### src/rtl/fyp_reception_if.sv
// Stream bundle between the MAC RX Avalon-ST source and the payload sink.
// Latency: none; wires only.
// Backpressure: eth_ast_rx_rdy flows back to the MAC; the payload side takes no backpressure.
interface fyp_reception_if;
  logic [31:0] eth_ast_rx_data;
  logic        eth_ast_rx_valid;
  logic        eth_ast_rx_sop;
  logic        eth_ast_rx_eop;
  logic [1:0]  eth_ast_rx_empty;
  logic [5:0]  eth_ast_rx_err;
  logic        eth_ast_rx_rdy;

  logic [31:0] pl_data;
  logic        pl_valid;
  logic        pl_sop;
  logic        pl_eop;
  logic        pl_err;
  logic [1:0]  pl_empty;

  // MAC / bench side: drives RX beats, observes ready and the payload stream
  modport master (
    output eth_ast_rx_data, eth_ast_rx_valid, eth_ast_rx_sop, eth_ast_rx_eop,
    output eth_ast_rx_empty, eth_ast_rx_err,
    input  eth_ast_rx_rdy,
    input  pl_data, pl_valid, pl_sop, pl_eop, pl_err, pl_empty
  );

  // Receiver side: consumes RX beats, sources the realigned payload stream
  modport slave (
    input  eth_ast_rx_data, eth_ast_rx_valid, eth_ast_rx_sop, eth_ast_rx_eop,
    input  eth_ast_rx_empty, eth_ast_rx_err,
    output eth_ast_rx_rdy,
    output pl_data, pl_valid, pl_sop, pl_eop, pl_err, pl_empty
  );
endinterface

### src/rtl/fyp_reception.sv
// Parses Ethernet/IPv4/UDP frames from a 32-bit RX stream, filters on MAC/type/port and realigns the UDP payload.
// Latency: header fields and payload beats are registered one cycle after the accepting beat; a short eop adds one FLUSH beat.
// Backpressure: no backpressure from the payload side; eth_ast_rx_rdy drops only for the FLUSH cycle and during reset.
module fyp_reception #(
  parameter logic [47:0] LOCAL_MAC  = 48'h001C23174ACB,
  parameter logic [15:0] LOCAL_PORT = 16'h0000
) (
  input  logic                  clk,
  input  logic                  reset,
  fyp_reception_if.slave        eth,
  output logic [47:0]           mac_src_out,
  output logic [31:0]           ip_src_out,
  output logic [15:0]           udp_src_out,
  output logic [15:0]           udp_dst_out,
  output logic [15:0]           udp_length_out,
  output logic                  hdr_valid,
  output logic [15:0]           rx_pkt_count,
  output logic [15:0]           rx_drop_count,
  output logic [15:0]           rx_err_count
);
  localparam logic [2:0] S_IDLE    = 3'd0;
  localparam logic [2:0] S_HDR     = 3'd1;
  localparam logic [2:0] S_PAYLOAD = 3'd2;
  localparam logic [2:0] S_FLUSH   = 3'd3;
  localparam logic [2:0] S_DROP    = 3'd4;

  logic [2:0]  state_q, state_d;
  logic [3:0]  idx_q, idx_d;
  logic        fail_q, fail_d;        // sticky filter failure for the frame in HDR
  logic        first_q, first_d;      // next payload beat is the first one
  logic [15:0] hold_q, hold_d;        // trailing half-word awaiting realignment
  logic [1:0]  fl_empty_q, fl_empty_d;
  logic        fl_err_q, fl_err_d;
  logic [31:0] dmac_hi_q, dmac_hi_d;
  logic [47:0] smac_q, smac_d;
  logic [31:0] ipsrc_q, ipsrc_d;
  logic [15:0] usrc_q, usrc_d, udst_q, udst_d, ulen_q, ulen_d;
  logic [47:0] mac_src_q, mac_src_d;
  logic [31:0] ip_src_q, ip_src_d;
  logic [15:0] udp_src_q, udp_src_d, udp_dst_q, udp_dst_d, udp_len_q, udp_len_d;
  logic        hdr_valid_q, hdr_valid_d;
  logic [31:0] pl_data_q, pl_data_d;
  logic        pl_valid_q, pl_valid_d, pl_sop_q, pl_sop_d, pl_eop_q, pl_eop_d, pl_err_q, pl_err_d;
  logic [1:0]  pl_empty_q, pl_empty_d;
  logic [15:0] pkt_cnt_q, pkt_cnt_d, drop_cnt_q, drop_cnt_d, err_cnt_q, err_cnt_d;
  logic [1:0]  drop_inc;
  logic        pkt_inc, err_inc;

  logic        rx_rdy, rx_acc, rx_bad;
  logic [31:0] word;
  logic [1:0]  e;

  assign rx_rdy = reset && (state_q != S_FLUSH);
  assign rx_acc = eth.eth_ast_rx_valid && rx_rdy;
  assign word   = eth.eth_ast_rx_data;
  assign e      = eth.eth_ast_rx_empty;
  assign rx_bad = |eth.eth_ast_rx_err;

  function automatic logic [15:0] sat_add(input logic [15:0] c, input logic [1:0] n);
    logic [16:0] s;
    s = {1'b0, c} + {15'd0, n};
    return s[16] ? 16'hFFFF : s[15:0];
  endfunction

  // Next-state, header capture, payload realignment and statistics
  always_comb begin
    state_d = state_q;  idx_d = idx_q;  fail_d = fail_q;  first_d = first_q;  hold_d = hold_q;
    fl_empty_d = fl_empty_q;  fl_err_d = fl_err_q;  dmac_hi_d = dmac_hi_q;
    smac_d = smac_q;  ipsrc_d = ipsrc_q;  usrc_d = usrc_q;  udst_d = udst_q;  ulen_d = ulen_q;
    mac_src_d = mac_src_q;  ip_src_d = ip_src_q;  udp_src_d = udp_src_q;
    udp_dst_d = udp_dst_q;  udp_len_d = udp_len_q;
    hdr_valid_d = 1'b0;
    pl_data_d = pl_data_q;  pl_valid_d = 1'b0;  pl_sop_d = 1'b0;  pl_eop_d = 1'b0;
    pl_err_d = 1'b0;  pl_empty_d = 2'd0;
    drop_inc = 2'd0;  pkt_inc = 1'b0;  err_inc = 1'b0;

    if (state_q == S_FLUSH) begin
      pl_valid_d = 1'b1;
      pl_data_d  = {hold_q, 16'h0000};
      pl_eop_d   = 1'b1;
      pl_empty_d = 2'd2 + fl_empty_q;
      pl_err_d   = fl_err_q;
      err_inc    = fl_err_q;
      pkt_inc    = !fl_err_q;
      state_d    = S_IDLE;
    end else if (rx_acc) begin
      if (eth.eth_ast_rx_sop) begin
        // A new sop aborts whatever frame was in flight
        if (state_q != S_IDLE) drop_inc = drop_inc + 2'd1;
        if (state_q == S_PAYLOAD) begin
          pl_valid_d = 1'b1;
          pl_data_d  = {hold_q, 16'h0000};
          pl_sop_d   = first_q;
          pl_eop_d   = 1'b1;
          pl_err_d   = 1'b1;
          pl_empty_d = 2'd2;
        end
        dmac_hi_d = word;
        fail_d    = 1'b0;
        idx_d     = 4'd1;
        state_d   = S_HDR;
        if (eth.eth_ast_rx_eop) begin
          drop_inc = drop_inc + 2'd1;
          idx_d    = 4'd0;
          state_d  = S_IDLE;
        end
      end else begin
        case (state_q)
          S_HDR: begin
            case (idx_q)
              4'd1: begin
                if ({dmac_hi_q, word[31:16]} != LOCAL_MAC &&
                    {dmac_hi_q, word[31:16]} != 48'hFFFF_FFFF_FFFF) fail_d = 1'b1;
                smac_d[47:32] = word[15:0];
              end
              4'd2: smac_d[31:0] = word;
              4'd3: if (word[31:16] != 16'h0800 || word[15:8] != 8'h45) fail_d = 1'b1;
              4'd5: if (word[7:0] != 8'h11) fail_d = 1'b1;
              4'd6: ipsrc_d[31:16] = word[15:0];
              4'd7: ipsrc_d[15:0] = word[31:16];
              4'd8: usrc_d = word[15:0];
              4'd9: begin
                udst_d = word[31:16];
                ulen_d = word[15:0];
                if (LOCAL_PORT != 16'h0000 && word[31:16] != LOCAL_PORT) fail_d = 1'b1;
              end
              default: ;
            endcase
            if (idx_q == 4'd10) begin
              idx_d = 4'd0;
              if (fail_q) begin
                if (eth.eth_ast_rx_eop) begin
                  drop_inc = drop_inc + 2'd1;
                  state_d  = S_IDLE;
                end else begin
                  state_d  = S_DROP;
                end
              end else begin
                mac_src_d = smac_q;  ip_src_d = ipsrc_q;  udp_src_d = usrc_q;
                udp_dst_d = udst_q;  udp_len_d = ulen_q;
                hdr_valid_d = 1'b1;
                if (eth.eth_ast_rx_eop) begin
                  // Payload of at most two bytes lives entirely in this word
                  if (e < 2'd2) begin
                    pl_valid_d = 1'b1;
                    pl_data_d  = {word[15:0], 16'h0000};
                    pl_sop_d   = 1'b1;
                    pl_eop_d   = 1'b1;
                    pl_empty_d = 2'd2 + e;
                    pl_err_d   = rx_bad;
                  end
                  err_inc = rx_bad;
                  pkt_inc = !rx_bad;
                  state_d = S_IDLE;
                end else begin
                  hold_d  = word[15:0];
                  first_d = 1'b1;
                  state_d = S_PAYLOAD;
                end
              end
            end else if (eth.eth_ast_rx_eop) begin
              drop_inc = drop_inc + 2'd1;
              idx_d    = 4'd0;
              state_d  = S_IDLE;
            end else begin
              idx_d = idx_q + 4'd1;
            end
          end
          S_PAYLOAD: begin
            pl_valid_d = 1'b1;
            pl_data_d  = {hold_q, word[31:16]};
            pl_sop_d   = first_q;
            first_d    = 1'b0;
            hold_d     = word[15:0];
            if (eth.eth_ast_rx_eop) begin
              if (e >= 2'd2) begin
                pl_eop_d   = 1'b1;
                pl_empty_d = e - 2'd2;
                pl_err_d   = rx_bad;
                err_inc    = rx_bad;
                pkt_inc    = !rx_bad;
                state_d    = S_IDLE;
              end else begin
                // Lower half-word still holds payload: emit it in a FLUSH cycle
                fl_empty_d = e;
                fl_err_d   = rx_bad;
                state_d    = S_FLUSH;
              end
            end
          end
          S_DROP: begin
            if (eth.eth_ast_rx_eop) begin
              drop_inc = drop_inc + 2'd1;
              state_d  = S_IDLE;
            end
          end
          default: ;  // IDLE ignores beats without sop
        endcase
      end
    end

    pkt_cnt_d  = sat_add(pkt_cnt_q, {1'b0, pkt_inc});
    err_cnt_d  = sat_add(err_cnt_q, {1'b0, err_inc});
    drop_cnt_d = sat_add(drop_cnt_q, drop_inc);
  end

  // State and output registers with synchronous active-low reset
  always_ff @(posedge clk) begin
    if (!reset) begin
      state_q <= S_IDLE;  idx_q <= 4'd0;  fail_q <= 1'b0;  first_q <= 1'b0;  hold_q <= 16'h0;
      fl_empty_q <= 2'd0;  fl_err_q <= 1'b0;  dmac_hi_q <= 32'h0;
      smac_q <= 48'h0;  ipsrc_q <= 32'h0;  usrc_q <= 16'h0;  udst_q <= 16'h0;  ulen_q <= 16'h0;
      mac_src_q <= 48'h0;  ip_src_q <= 32'h0;  udp_src_q <= 16'h0;  udp_dst_q <= 16'h0;
      udp_len_q <= 16'h0;  hdr_valid_q <= 1'b0;
      pl_data_q <= 32'h0;  pl_valid_q <= 1'b0;  pl_sop_q <= 1'b0;  pl_eop_q <= 1'b0;
      pl_err_q <= 1'b0;  pl_empty_q <= 2'd0;
      pkt_cnt_q <= 16'h0;  drop_cnt_q <= 16'h0;  err_cnt_q <= 16'h0;
    end else begin
      state_q <= state_d;  idx_q <= idx_d;  fail_q <= fail_d;  first_q <= first_d;  hold_q <= hold_d;
      fl_empty_q <= fl_empty_d;  fl_err_q <= fl_err_d;  dmac_hi_q <= dmac_hi_d;
      smac_q <= smac_d;  ipsrc_q <= ipsrc_d;  usrc_q <= usrc_d;  udst_q <= udst_d;  ulen_q <= ulen_d;
      mac_src_q <= mac_src_d;  ip_src_q <= ip_src_d;  udp_src_q <= udp_src_d;  udp_dst_q <= udp_dst_d;
      udp_len_q <= udp_len_d;  hdr_valid_q <= hdr_valid_d;
      pl_data_q <= pl_data_d;  pl_valid_q <= pl_valid_d;  pl_sop_q <= pl_sop_d;  pl_eop_q <= pl_eop_d;
      pl_err_q <= pl_err_d;  pl_empty_q <= pl_empty_d;
      pkt_cnt_q <= pkt_cnt_d;  drop_cnt_q <= drop_cnt_d;  err_cnt_q <= err_cnt_d;
    end
  end

  assign eth.eth_ast_rx_rdy = rx_rdy;
  assign eth.pl_data        = pl_data_q;
  assign eth.pl_valid       = pl_valid_q;
  assign eth.pl_sop         = pl_sop_q;
  assign eth.pl_eop         = pl_eop_q;
  assign eth.pl_err         = pl_err_q;
  assign eth.pl_empty       = pl_empty_q;
  assign mac_src_out        = mac_src_q;
  assign ip_src_out         = ip_src_q;
  assign udp_src_out        = udp_src_q;
  assign udp_dst_out        = udp_dst_q;
  assign udp_length_out     = udp_len_q;
  assign hdr_valid          = hdr_valid_q;
  assign rx_pkt_count       = pkt_cnt_q;
  assign rx_drop_count      = drop_cnt_q;
  assign rx_err_count       = err_cnt_q;
endmodule

### src/flat_wrapper.sv
// flat-port wrapper written by rule: the top's interface ports become plain ports
module fyp_reception_flat 
#(
  parameter logic [47:0] LOCAL_MAC  = 48'h001C23174ACB,
  parameter logic [15:0] LOCAL_PORT = 16'h0000
)
  (clk, reset, mac_src_out, ip_src_out, udp_src_out, udp_dst_out, udp_length_out, hdr_valid, rx_pkt_count, rx_drop_count, rx_err_count, eth_eth_ast_rx_data, eth_eth_ast_rx_valid, eth_eth_ast_rx_sop, eth_eth_ast_rx_eop, eth_eth_ast_rx_empty, eth_eth_ast_rx_err, eth_eth_ast_rx_rdy, eth_pl_data, eth_pl_valid, eth_pl_sop, eth_pl_eop, eth_pl_err, eth_pl_empty);
  fyp_reception_if eth_i ();
  input  logic clk;
  input  logic reset;
  output logic [47:0] mac_src_out;
  output logic [31:0] ip_src_out;
  output logic [15:0] udp_src_out;
  output logic [15:0] udp_dst_out;
  output logic [15:0] udp_length_out;
  output logic hdr_valid;
  output logic [15:0] rx_pkt_count;
  output logic [15:0] rx_drop_count;
  output logic [15:0] rx_err_count;
  input wire logic [$bits(eth_i.eth_ast_rx_data)-1:0] eth_eth_ast_rx_data;
  input wire logic [$bits(eth_i.eth_ast_rx_valid)-1:0] eth_eth_ast_rx_valid;
  input wire logic [$bits(eth_i.eth_ast_rx_sop)-1:0] eth_eth_ast_rx_sop;
  input wire logic [$bits(eth_i.eth_ast_rx_eop)-1:0] eth_eth_ast_rx_eop;
  input wire logic [$bits(eth_i.eth_ast_rx_empty)-1:0] eth_eth_ast_rx_empty;
  input wire logic [$bits(eth_i.eth_ast_rx_err)-1:0] eth_eth_ast_rx_err;
  output wire logic [$bits(eth_i.eth_ast_rx_rdy)-1:0] eth_eth_ast_rx_rdy;
  output wire logic [$bits(eth_i.pl_data)-1:0] eth_pl_data;
  output wire logic [$bits(eth_i.pl_valid)-1:0] eth_pl_valid;
  output wire logic [$bits(eth_i.pl_sop)-1:0] eth_pl_sop;
  output wire logic [$bits(eth_i.pl_eop)-1:0] eth_pl_eop;
  output wire logic [$bits(eth_i.pl_err)-1:0] eth_pl_err;
  output wire logic [$bits(eth_i.pl_empty)-1:0] eth_pl_empty;
  assign eth_i.eth_ast_rx_data = eth_eth_ast_rx_data;
  assign eth_i.eth_ast_rx_valid = eth_eth_ast_rx_valid;
  assign eth_i.eth_ast_rx_sop = eth_eth_ast_rx_sop;
  assign eth_i.eth_ast_rx_eop = eth_eth_ast_rx_eop;
  assign eth_i.eth_ast_rx_empty = eth_eth_ast_rx_empty;
  assign eth_i.eth_ast_rx_err = eth_eth_ast_rx_err;
  assign eth_eth_ast_rx_rdy = eth_i.eth_ast_rx_rdy;
  assign eth_pl_data = eth_i.pl_data;
  assign eth_pl_valid = eth_i.pl_valid;
  assign eth_pl_sop = eth_i.pl_sop;
  assign eth_pl_eop = eth_i.pl_eop;
  assign eth_pl_err = eth_i.pl_err;
  assign eth_pl_empty = eth_i.pl_empty;
  fyp_reception #(.LOCAL_MAC(LOCAL_MAC), .LOCAL_PORT(LOCAL_PORT)) u_core (.clk(clk), .reset(reset), .eth(eth_i), .mac_src_out(mac_src_out), .ip_src_out(ip_src_out), .udp_src_out(udp_src_out), .udp_dst_out(udp_dst_out), .udp_length_out(udp_length_out), .hdr_valid(hdr_valid), .rx_pkt_count(rx_pkt_count), .rx_drop_count(rx_drop_count), .rx_err_count(rx_err_count));
endmodule
### config.mk
export PLATFORM = sky130hd
export DESIGN_NAME = fyp_reception_flat
export DESIGN_NICKNAME = d
export VERILOG_FILES = /design/src/rtl/fyp_reception_if.sv /design/src/rtl/fyp_reception.sv /design/src/flat_wrapper.sv
export SDC_FILE = /design/constraint.sdc
export NUM_CORES = 1
export LEC_CHECK = 0
export CORE_AREA = 2 2 172 174
export CTS_CLUSTER_DIAMETER = 150
export CTS_CLUSTER_SIZE = 20
export DETAILED_ROUTE_END_ITERATION = 12
export DIE_AREA = 0 0 174 176
export HOLD_SLACK_MARGIN = 0.15
export MAX_ROUTING_LAYER = met4
export PLACE_DENSITY = 0.85
export SKIP_CTS_REPAIR_TIMING = 1
export SLEW_MARGIN = 10
export SYNTH_ARGS = -nofsm -noshare
export SYNTH_HDL_FRONTEND = slang
export SYNTH_SLANG_ARGS = --single-unit
### constraint.sdc
create_clock -name clk -period 10.8 [get_ports clk]
set_input_delay 2.7 -clock clk [delete_from_list [all_inputs] [get_ports clk]]
set_output_delay 2.7 -clock clk [all_outputs]
set_load 0.02 [all_outputs]
==> results_dict.tcl, run 1 <==
set metrics [dict create \
    synthFlopType "sky130_fd_sc_hd__dfxtp_1" \
    end_kind "output pin" \
    area_contributors_post_synth "sky130_fd_sc_hd__dfxtp_1, sky130_fd_sc_hd__nand2_1, sky130_fd_sc_hd__a21oi_1" \
    fmax_mhz 132 \
    remaining_drc_errors 0 \
    cp_top_family "buffers and inverters" \
    peakVddDrop_mv 0.103 \
    cts.sink_count 403 \
    area.growth.synth_to_final_pct 19.9 \
    maxCapViolCount 0 \
    die_width_um 174 \
    grt_first_pass_wirelength_um 70400 \
    post_route_cells_drive_above_1_share_pct 3.11 \
    setup_tns_ps 0 \
    routed_via_count_divided_by_cell_count 5.74 \
    diodes 0 \
    cts_inserted_buffers 24 \
    slew-limit-headroom_pct 20.7 \
    routedWlPerCell_um 18.1 \
    worst_path_largest_cell_delay_ps 630 \
    netlist_instances 1964 \
    synth-compound-area-share_pct 15.6 \
    placeableCoreArea_um2 28500 \
    hold_viol 0 \
    path_cells "clkdlybuf4s50_1, buf_4, nand2_1, inv_1, clkdlybuf4s50_1" \
    clockBufferDepth 3 \
    cts_htree_levels 1 \
    placement_rows 62 \
    synth.largest_area_cell "sky130_fd_sc_hd__dfxtp_1" \
    post_synthesis_adder_cell_area_fraction_pct 1.01 \
    layout_worst_path_cycle_share_pct 69.9 \
    synthesis.area_per_instance_um2 7.98 \
    timing.critical_path.fanout_max 32 \
    yosys.area_share.xor_xnor_pct 1.57 \
    least_margin_pin_slew_ps 1190 \
    cp_data_arrival_time_ps 4850 \
    final_common_cell "sky130_fd_sc_hd__nand2_1" \
    power_mw 2.49 \
    postSynthNetCount 2021 \
    dr.first_iter.drc_count 1505 \
    finClkSkew_ps 16.3 \
    number_of_antenna_violations_at_the_first_check_in_global_routing 0 \
    critical_path.most_common_cell "sky130_fd_sc_hd__clkdlybuf4s50_1" \
    synth_edf_count 0 \
    yosysWarnings 0 \
    finalMaxSlewViolations 0 \
    clock_edge_transition_at_the_registers_on_the_reported_setup_and_hold_paths_ps 80 \
    main_combinational_cell_family_by_area_after_synthesis "simple AND/OR/NAND/NOR gates" \
    initial_core_util_pct 54.9 \
    pin_count_of_the_biggest_net_entering_global_routing 135 \
    worst_path_max_delay_cell "sky130_fd_sc_hd__clkdlybuf4s50_1" \
    setup_violations 0 \
    yosys.area_share.simple_pct 24.4 \
    global_route.overflow_total 0 \
    cts_tree "built" \
    critical_path_required_ps 8100 \
    static-leakage-power_nw 6.13 \
    worst_skew_pair.late_latency_ps 540 \
    die-height_um 176 \
    layout.cells.most_common_list "sky130_fd_sc_hd__nand2_1, sky130_fd_sc_hd__dfxtp_1, sky130_fd_sc_hd__a21oi_1" \
    period_minus_slack_ps 7550 \
    rsz0062_at_grt "false" \
    cp_num_buf_inv 4 \
    buffer_ports.inserted 260 \
    synth_cell_types 69 \
    pwr_density_cell_nw_per_um2 132 \
    postLayoutCoreUtil_pct 65.8 \
    firstDrtPassIters 5 \
    gr-usage-all-layers_pct 29.3 \
    gp_congestion 0.873 \
    grt_pass1_vias 13500 \
    hold_class "reg -> reg" \
    route.vias.total 14400 \
    synth-seq-area-share_pct 51.5 \
    synth.ff_latch_count 403 \
    post_synth_mux_area_share_pct 0.511 \
    clk_root_buffer_cell "sky130_fd_sc_hd__clkbuf_16" \
    finish.net_count 2178 \
    hpwlAfterDp_um 29000 \
    synth_largest_type_area_fraction_pct 51.5 \
    routed_wl_um 45300 \
    ios 261 \
    run_status "finished clean" \
    synthArstFlopShare_pct 0 \
    worst_setup_path_start_kind "input port" \
    setup.worst_path.class "in -> out" \
    floorplan_die_area_um2 30600 \
    synthesis.area_um2 15700 \
    drt.antenna.violating_nets 0 \
]
## worst min-delay path, cell delays in order, from the launching register on
cell                      delay, ps
sky130_fd_sc_hd__dfxtp_1        310
sky130_fd_sc_hd__nand2_1         50
sky130_fd_sc_hd__a21oi_1         50
## synth_stat cells, drive strengths merged, types with 2 or more instances
cell    count
o31ai       6
nand3b      4
buf        61
or3         5
nor4       15
inv        22
o21ai      29
o221ai      2
xor2       16
nor4b       3
or2         3
nor2       51
nor2b       5
a21o        9
or4         4
nand4b      3
o21a        2
dfxtp     403
nand3      47
a21oi     371
a31oi       8
nand4      26
ha         11
nor3       21
clkbuf     85
and2        5
and4        4
nor3b       5
and3       15
nand2b      8
o21bai      2
a22oi       4
xnor2      12
mux2i       8
nand2     661
a221oi      9
## state kept, by name, indices dropped and copies added (netlist names), 2 cells and up
register               count
u_core.dmac_hi_q          32
u_core.eth.pl_data        32
u_core.eth.pl_empty        2
u_core.fl_empty_q          2
u_core.hold_q             16
u_core.idx_q               4
u_core.ip_src_out         32
u_core.ipsrc_q            32
u_core.mac_src_out        48
u_core.rx_drop_count      16
u_core.rx_err_count       16
u_core.rx_pkt_count       16
u_core.smac_q             48
u_core.state_q             3
u_core.udp_dst_out        16
u_core.udp_length_out     16
u_core.udp_src_out        16
u_core.udst_q             16
u_core.ulen_q             16
u_core.usrc_q             16
## worst paths after layout
check,from,to,slack [ps],cells past startpoint
worst max-delay path,reset,eth_eth_ast_rx_rdy,3250,5
worst min-delay path,u_core.eth.pl_data[5],u_core.eth.pl_data[5],450,2
worst max register to register,u_core.state_q[2],u_core.rx_err_count[4],6480,10
worst min register to register,u_core.eth.pl_data[5],u_core.eth.pl_data[5],450,2
## layout make-up
| type | count | area (um^2) |
|---|---|---|
| repair buffers | 277 | 2730 |
| clock inverters | 1 | 20.0 |
| clock buffers | 25 | 626 |
| fillers | 2358 | 9760 |
| well taps | 384 | 480 |
| flip-flops and latches | 403 | 8070 |
| multi-input cells | 1392 | 6770 |
| inverters | 23 | 96.3 |
## per-stage QoR
step,instances,area (um^2),hold WS [ps],setup WS [ps]
2_1_floorplan,1964,15700,432,4700
3_3_place_gp,2479,18100,437,3230
3_5_place_dp,2479,18100,442,3290
4_1_cts,2505,18800,449,3270
5_1_grt,2505,18800,462,3140
6_report,2505,18800,452,3250
## kinds of logic after synthesis
kind of cell | Yosys count
mux | 8
xor+xnor | 28
buf+inv | 169
flops | 403
compound gates | 454
simple gates | 890
fa+ha+maj | 12
## where the power goes
part           total, mW  leakage [nW]  switching, mW  internal [mW]
Combinational      0.103          2.56         0.0754         0.0273
Sequential          1.49          3.25        0.00391           1.49
Clock              0.894         0.318          0.479          0.415
Total               2.49          6.13          0.558           1.93
## routing by layer
metal	GRT usage [%]	wire, um	vias up
li1	-	-	6830
met1	36.4	18300	6773
met2	47.3	20900	683
met3	7.17	4510	105
met4	9.56	1560	0
met5	-	0	-
Note: power is estimated with default switching activity, not from simulation.
==> inputs of run 2 (changes only) <==
--- a/config.mk
+++ b/config.mk
@@ -5,14 +5,14 @@
 export SDC_FILE = /design/constraint.sdc
 export NUM_CORES = 1
 export LEC_CHECK = 0
-export CORE_AREA = 2 2 172 174
+export CORE_AREA = 2 2 184 186
 export CTS_CLUSTER_DIAMETER = 150
 export CTS_CLUSTER_SIZE = 20
 export DETAILED_ROUTE_END_ITERATION = 12
-export DIE_AREA = 0 0 174 176
+export DIE_AREA = 0 0 186 188
 export HOLD_SLACK_MARGIN = 0.15
 export MAX_ROUTING_LAYER = met4
-export PLACE_DENSITY = 0.85
+export PLACE_DENSITY = 0.78
 export SKIP_CTS_REPAIR_TIMING = 1
 export SLEW_MARGIN = 10
 export SYNTH_ARGS = -nofsm -noshare
==> constraint.sdc (replaced) <==
create_clock -name clk -period 6.7 [get_ports clk]
set_input_delay 1.675 -clock clk [delete_from_list [all_inputs] [get_ports clk]]
set_output_delay 1.675 -clock clk [all_outputs]
set_load 0.02 [all_outputs]
==> results_dict.tcl, run 2 (synthesized netlist as in run 1, its figures left out) <==
set metrics [dict create \
    die_width_um 186 \
    diodes 0 \
    layout_worst_path_cycle_share_pct 74.0 \
    end_kind "output pin" \
    pre_cts_ws_ps 1400 \
    placement_rows 67 \
    hold_viol 0 \
    cts.sink_count 403 \
    routed_via_count_divided_by_cell_count 5.55 \
    buffer_ports.inserted 260 \
    route.vias.total 14300 \
    ios 261 \
    grt_first_pass_wirelength_um 71100 \
    number_of_antenna_violations_at_the_first_check_in_global_routing 0 \
    cts_inserted_buffers 24 \
    pwr_density_cell_nw_per_um2 213 \
    remaining_drc_errors 0 \
    cp_data_arrival_time_ps 3280 \
    n_fill_cell 2998 \
    setup_ws_post_layout_ps 1740 \
    gp_congestion 0.892 \
    setup_tns_ps 0 \
    placed_cell_area_um2 18300 \
    setup.worst_path.class "in -> out" \
    initial_core_util_pct 47.3 \
    postLayoutCoreUtil_pct 57.1 \
    setup.reg_to_reg.worst_slack_ps 2480 \
    finalMaxSlewViolations 0 \
    rsz0062_at_grt "false" \
    run_status "finished clean" \
    worst_setup_path_start_kind "input port" \
    clock_edge_transition_at_the_registers_on_the_reported_setup_and_hold_paths_ps 80 \
    static-leakage-power_nw 6.15 \
    peakVddDrop_mv 0.153 \
    die-height_um 188 \
    hpwlAfterDp_um 29500 \
    cts_tree "built" \
    period_minus_slack_ps 4960 \
    dr.first_iter.drc_count 1344 \
    routed_wl_um 46100 \
    finClkSkew_ps 20.8 \
    layout.cell_area.non_filler_um2 18900 \
    finish.net_count 2181 \
    worst_skew_pair.late_latency_ps 550 \
    clk_root_buffer_cell "sky130_fd_sc_hd__clkbuf_16" \
    hold_class "reg -> reg" \
    power_mw 4.03 \
    gr-usage-all-layers_pct 26.4 \
    layout.cells.most_common_list "sky130_fd_sc_hd__nand2_1, sky130_fd_sc_hd__dfxtp_1, sky130_fd_sc_hd__a21oi_1" \
    grt_pass1_vias 13100 \
    floorplan_die_area_um2 35000 \
    area.growth.synth_to_final_pct 20.8 \
    post_route_cells_drive_above_1_share_pct 3.25 \
    drt.antenna.violating_nets 0 \
    pin_count_of_the_biggest_net_entering_global_routing 177 \
    maxCapViolCount 0 \
    clockBufferDepth 3 \
    setup_violations 0 \
    placeableCoreArea_um2 33100 \
    timing.critical_path.fanout_max 20 \
    critical_path_required_ps 5030 \
    slew-limit-headroom_pct 18.7 \
    cts_htree_levels 1 \
    least_margin_pin_slew_ps 1220 \
    fmax_mhz 202 \
    global_route.overflow_total 0 \
    firstDrtPassIters 5 \
    routedWlPerCell_um 17.9 \
    final_common_cell "sky130_fd_sc_hd__nand2_1" \
]
-- run 2: path summary, 6_finish.rpt --
check / from / cells past startpoint / to
worst max-delay path: reset / 6 / eth_eth_ast_rx_rdy
worst min-delay path: u_core.ulen_q[6] / 2 / u_core.udp_length_out[6]
worst max register to register: u_core.state_q[2] / 9 / u_core.rx_pkt_count[2]
worst min register to register: u_core.ulen_q[6] / 2 / u_core.udp_length_out[6]
-- run 2: worst max-delay path, stage by stage --
cell,delay (ps)
sky130_fd_sc_hd__clkdlybuf4s50_1,460
sky130_fd_sc_hd__buf_4,170
sky130_fd_sc_hd__nand2_1,60
sky130_fd_sc_hd__buf_4,230
sky130_fd_sc_hd__inv_1,70
sky130_fd_sc_hd__clkdlybuf4s50_1,590
-- run 2: through the flow --
step,instances,hold WS (ps)
2_1_floorplan,1964,432
3_3_place_gp,2546,436
3_5_place_dp,2546,443
4_1_cts,2572,454
5_1_grt,2572,462
6_report,2572,454
-- run 2: cell type report --
class / instances / area (um^2) / area share, %
clock buffer: 25 / 626 / 3.31
clock inverter: 1 / 20.0 / 0.106
inverter: 23 / 96.3 / 0.509
multi-input combinational: 1392 / 6770 / 35.8
sequential: 403 / 8070 / 42.7
tap: 448 / 561 / 2.96
timing repair buffer: 280 / 2780 / 14.7
-- run 2: layer usage --
layer	up-vias	wire, um	global-route usage (%)
met3	106	3840	4.68
met2	587	20400	39.4
li1	6838	-	-
met4	0	1700	9.36
met1	6734	20200	35.9
met5	-	0	-
-- run 2: report_power, final --
group          total (mW)  internal (mW)  switching, mW
logic               0.169         0.0451          0.124
registers            2.41           2.40        0.00647
clock network        1.45          0.670          0.783
==> inputs of run 3 (changes only) <==
==> constraint.sdc (replaced) <==
create_clock -name clk -period 4.3 [get_ports clk]
set_input_delay 1.075 -clock clk [delete_from_list [all_inputs] [get_ports clk]]
set_output_delay 1.075 -clock clk [all_outputs]
set_load 0.02 [all_outputs]
==> results_dict.tcl, run 3 (synthesized netlist as in run 1, its figures left out) <==
set metrics [dict create \
    run_status "finished clean" \
    die_width_um 186 \
    remaining_drc_errors 0 \
    groute.layer.met3.usage_pct 5.07 \
    routed_wl_um 45900 \
    finish.net_count 2218 \
    drt.antenna.violating_nets 0 \
    pre_cts_ws_ps 87.8 \
    fmax_mhz 260 \
    setup_violations 0 \
    static-leakage-power_nw 6.34 \
    cts_tree "built" \
    pwr_density_cell_nw_per_um2 327 \
    die-height_um 188 \
    cts_htree_levels 1 \
    floorplan_die_area_um2 35000 \
    critical_path_required_ps 3220 \
    post_route_cells_drive_above_1_share_pct 4.91 \
    grt.busiest_layer "met2" \
    period_minus_slack_ps 3840 \
    worst_skew_pair.late_latency_ps 550 \
    buffer_ports.inserted 260 \
    cts.sink_count 403 \
    diodes 0 \
    layout.cells.most_common_list "sky130_fd_sc_hd__nand2_1, sky130_fd_sc_hd__dfxtp_1, sky130_fd_sc_hd__a21oi_1" \
    layout_worst_path_cycle_share_pct 89.4 \
    placeableCoreArea_um2 33100 \
    grt_pass1_vias 13100 \
    area.growth.synth_to_final_pct 22.8 \
    dr.first_iter.drc_count 1241 \
    global_route.overflow_total 0 \
    clockBufferDepth 3 \
    routedWlPerCell_um 17.6 \
    hold_class "reg -> reg" \
    placement_rows 67 \
    hold_viol 0 \
    route.vias.total 14200 \
    finalMaxSlewViolations 0 \
    end_kind "output pin" \
    clock_edge_transition_at_the_registers_on_the_reported_setup_and_hold_paths_ps 80 \
    maxCapViolCount 0 \
    peakVddDrop_mv 0.246 \
    slew-limit-headroom_pct 36.4 \
    gp_congestion 0.895 \
    initial_core_util_pct 47.3 \
    cts_inserted_buffers 24 \
    pin_count_of_the_biggest_net_entering_global_routing 112 \
    final_common_cell "sky130_fd_sc_hd__nand2_1" \
    rsz0062_at_grt "false" \
    postLayoutCoreUtil_pct 58.1 \
    globalRouteMet1Util_pct 35.2 \
    setup.worst_path.class "in -> out" \
    groute.layer.met2.usage_pct 40.4 \
    finClkSkew_ps 17.8 \
    ios 261 \
    worst_setup_path_start_kind "input port" \
    gr-usage-all-layers_pct 26.2 \
    firstDrtPassIters 5 \
    clk_root_buffer_cell "sky130_fd_sc_hd__clkbuf_16" \
    routed_via_count_divided_by_cell_count 5.46 \
    setup_tns_ps 0 \
    timing.critical_path.fanout_max 31 \
    grt_first_pass_wirelength_um 70800 \
    setup_ws_post_layout_ps 458 \
    hpwlAfterDp_um 30000 \
    least_margin_pin_slew_ps 949 \
    number_of_antenna_violations_at_the_first_check_in_global_routing 0 \
    cp_data_arrival_time_ps 2770 \
]
[run 3: cell count changes in the layout (fill, tap and decap cells not counted), sizes merged]
cell,change
buf,+37
[run 3: power breakdown]
group          switching (mW)  internal [mW]  total, mW  leakage (nW)
Sequential            0.00973           3.74       3.75          3.25
Clock                    1.21           1.04       2.25         0.318
Combinational           0.197         0.0918      0.289          2.77
[run 3: metal layers]
layer,share of wire [%],wire length [um]
met1,43,19700
met2,45,20600
met3,9.2,4220
met4,3.0,1360
met5,0,0
[run 3: worst max-delay path, stage by stage]
cell and delay, ps:
sky130_fd_sc_hd__clkdlybuf4s50_1 480, sky130_fd_sc_hd__buf_4 380, sky130_fd_sc_hd__nand2_1 140, sky130_fd_sc_hd__inv_1 90, sky130_fd_sc_hd__clkdlybuf4s50_1 600
[run 3: stage by stage]
stage	hold slack, ps	std cells	cell area [um^2]	power (mW)
2_1_floorplan	432	1964	15700	3.96
3_3_place_gp	436	2583	18600	4.12
3_5_place_dp	443	2583	18600	4.12
4_1_cts	454	2609	19200	6.32
5_1_grt	465	2609	19200	6.48
6_report	449	2609	19200	6.29
[run 3: final cells by class]
type                            count  area (um^2)
Clock buffer                       25          626
Multi-Input combinational cell   1392         6770
Inverter                           23         96.3
Tap cell                          448          561
Timing Repair Buffer              317         3090
Sequential cell                   403         8070
Clock inverter                      1         20.0
Fill cell                        2964        13900
[run 3: worst paths after layout]
path                            slack, ps  depth (start not counted)               from                      end
worst max-delay path                  460                          5              reset       eth_eth_ast_rx_rdy
worst min-delay path                  450                          2  u_core.usrc_q[14]   u_core.udp_src_out[14]
worst max register to register        500                         14    u_core.idx_q[0]  u_core.rx_drop_count[0]
worst min register to register        450                          2  u_core.usrc_q[14]   u_core.udp_src_out[14]
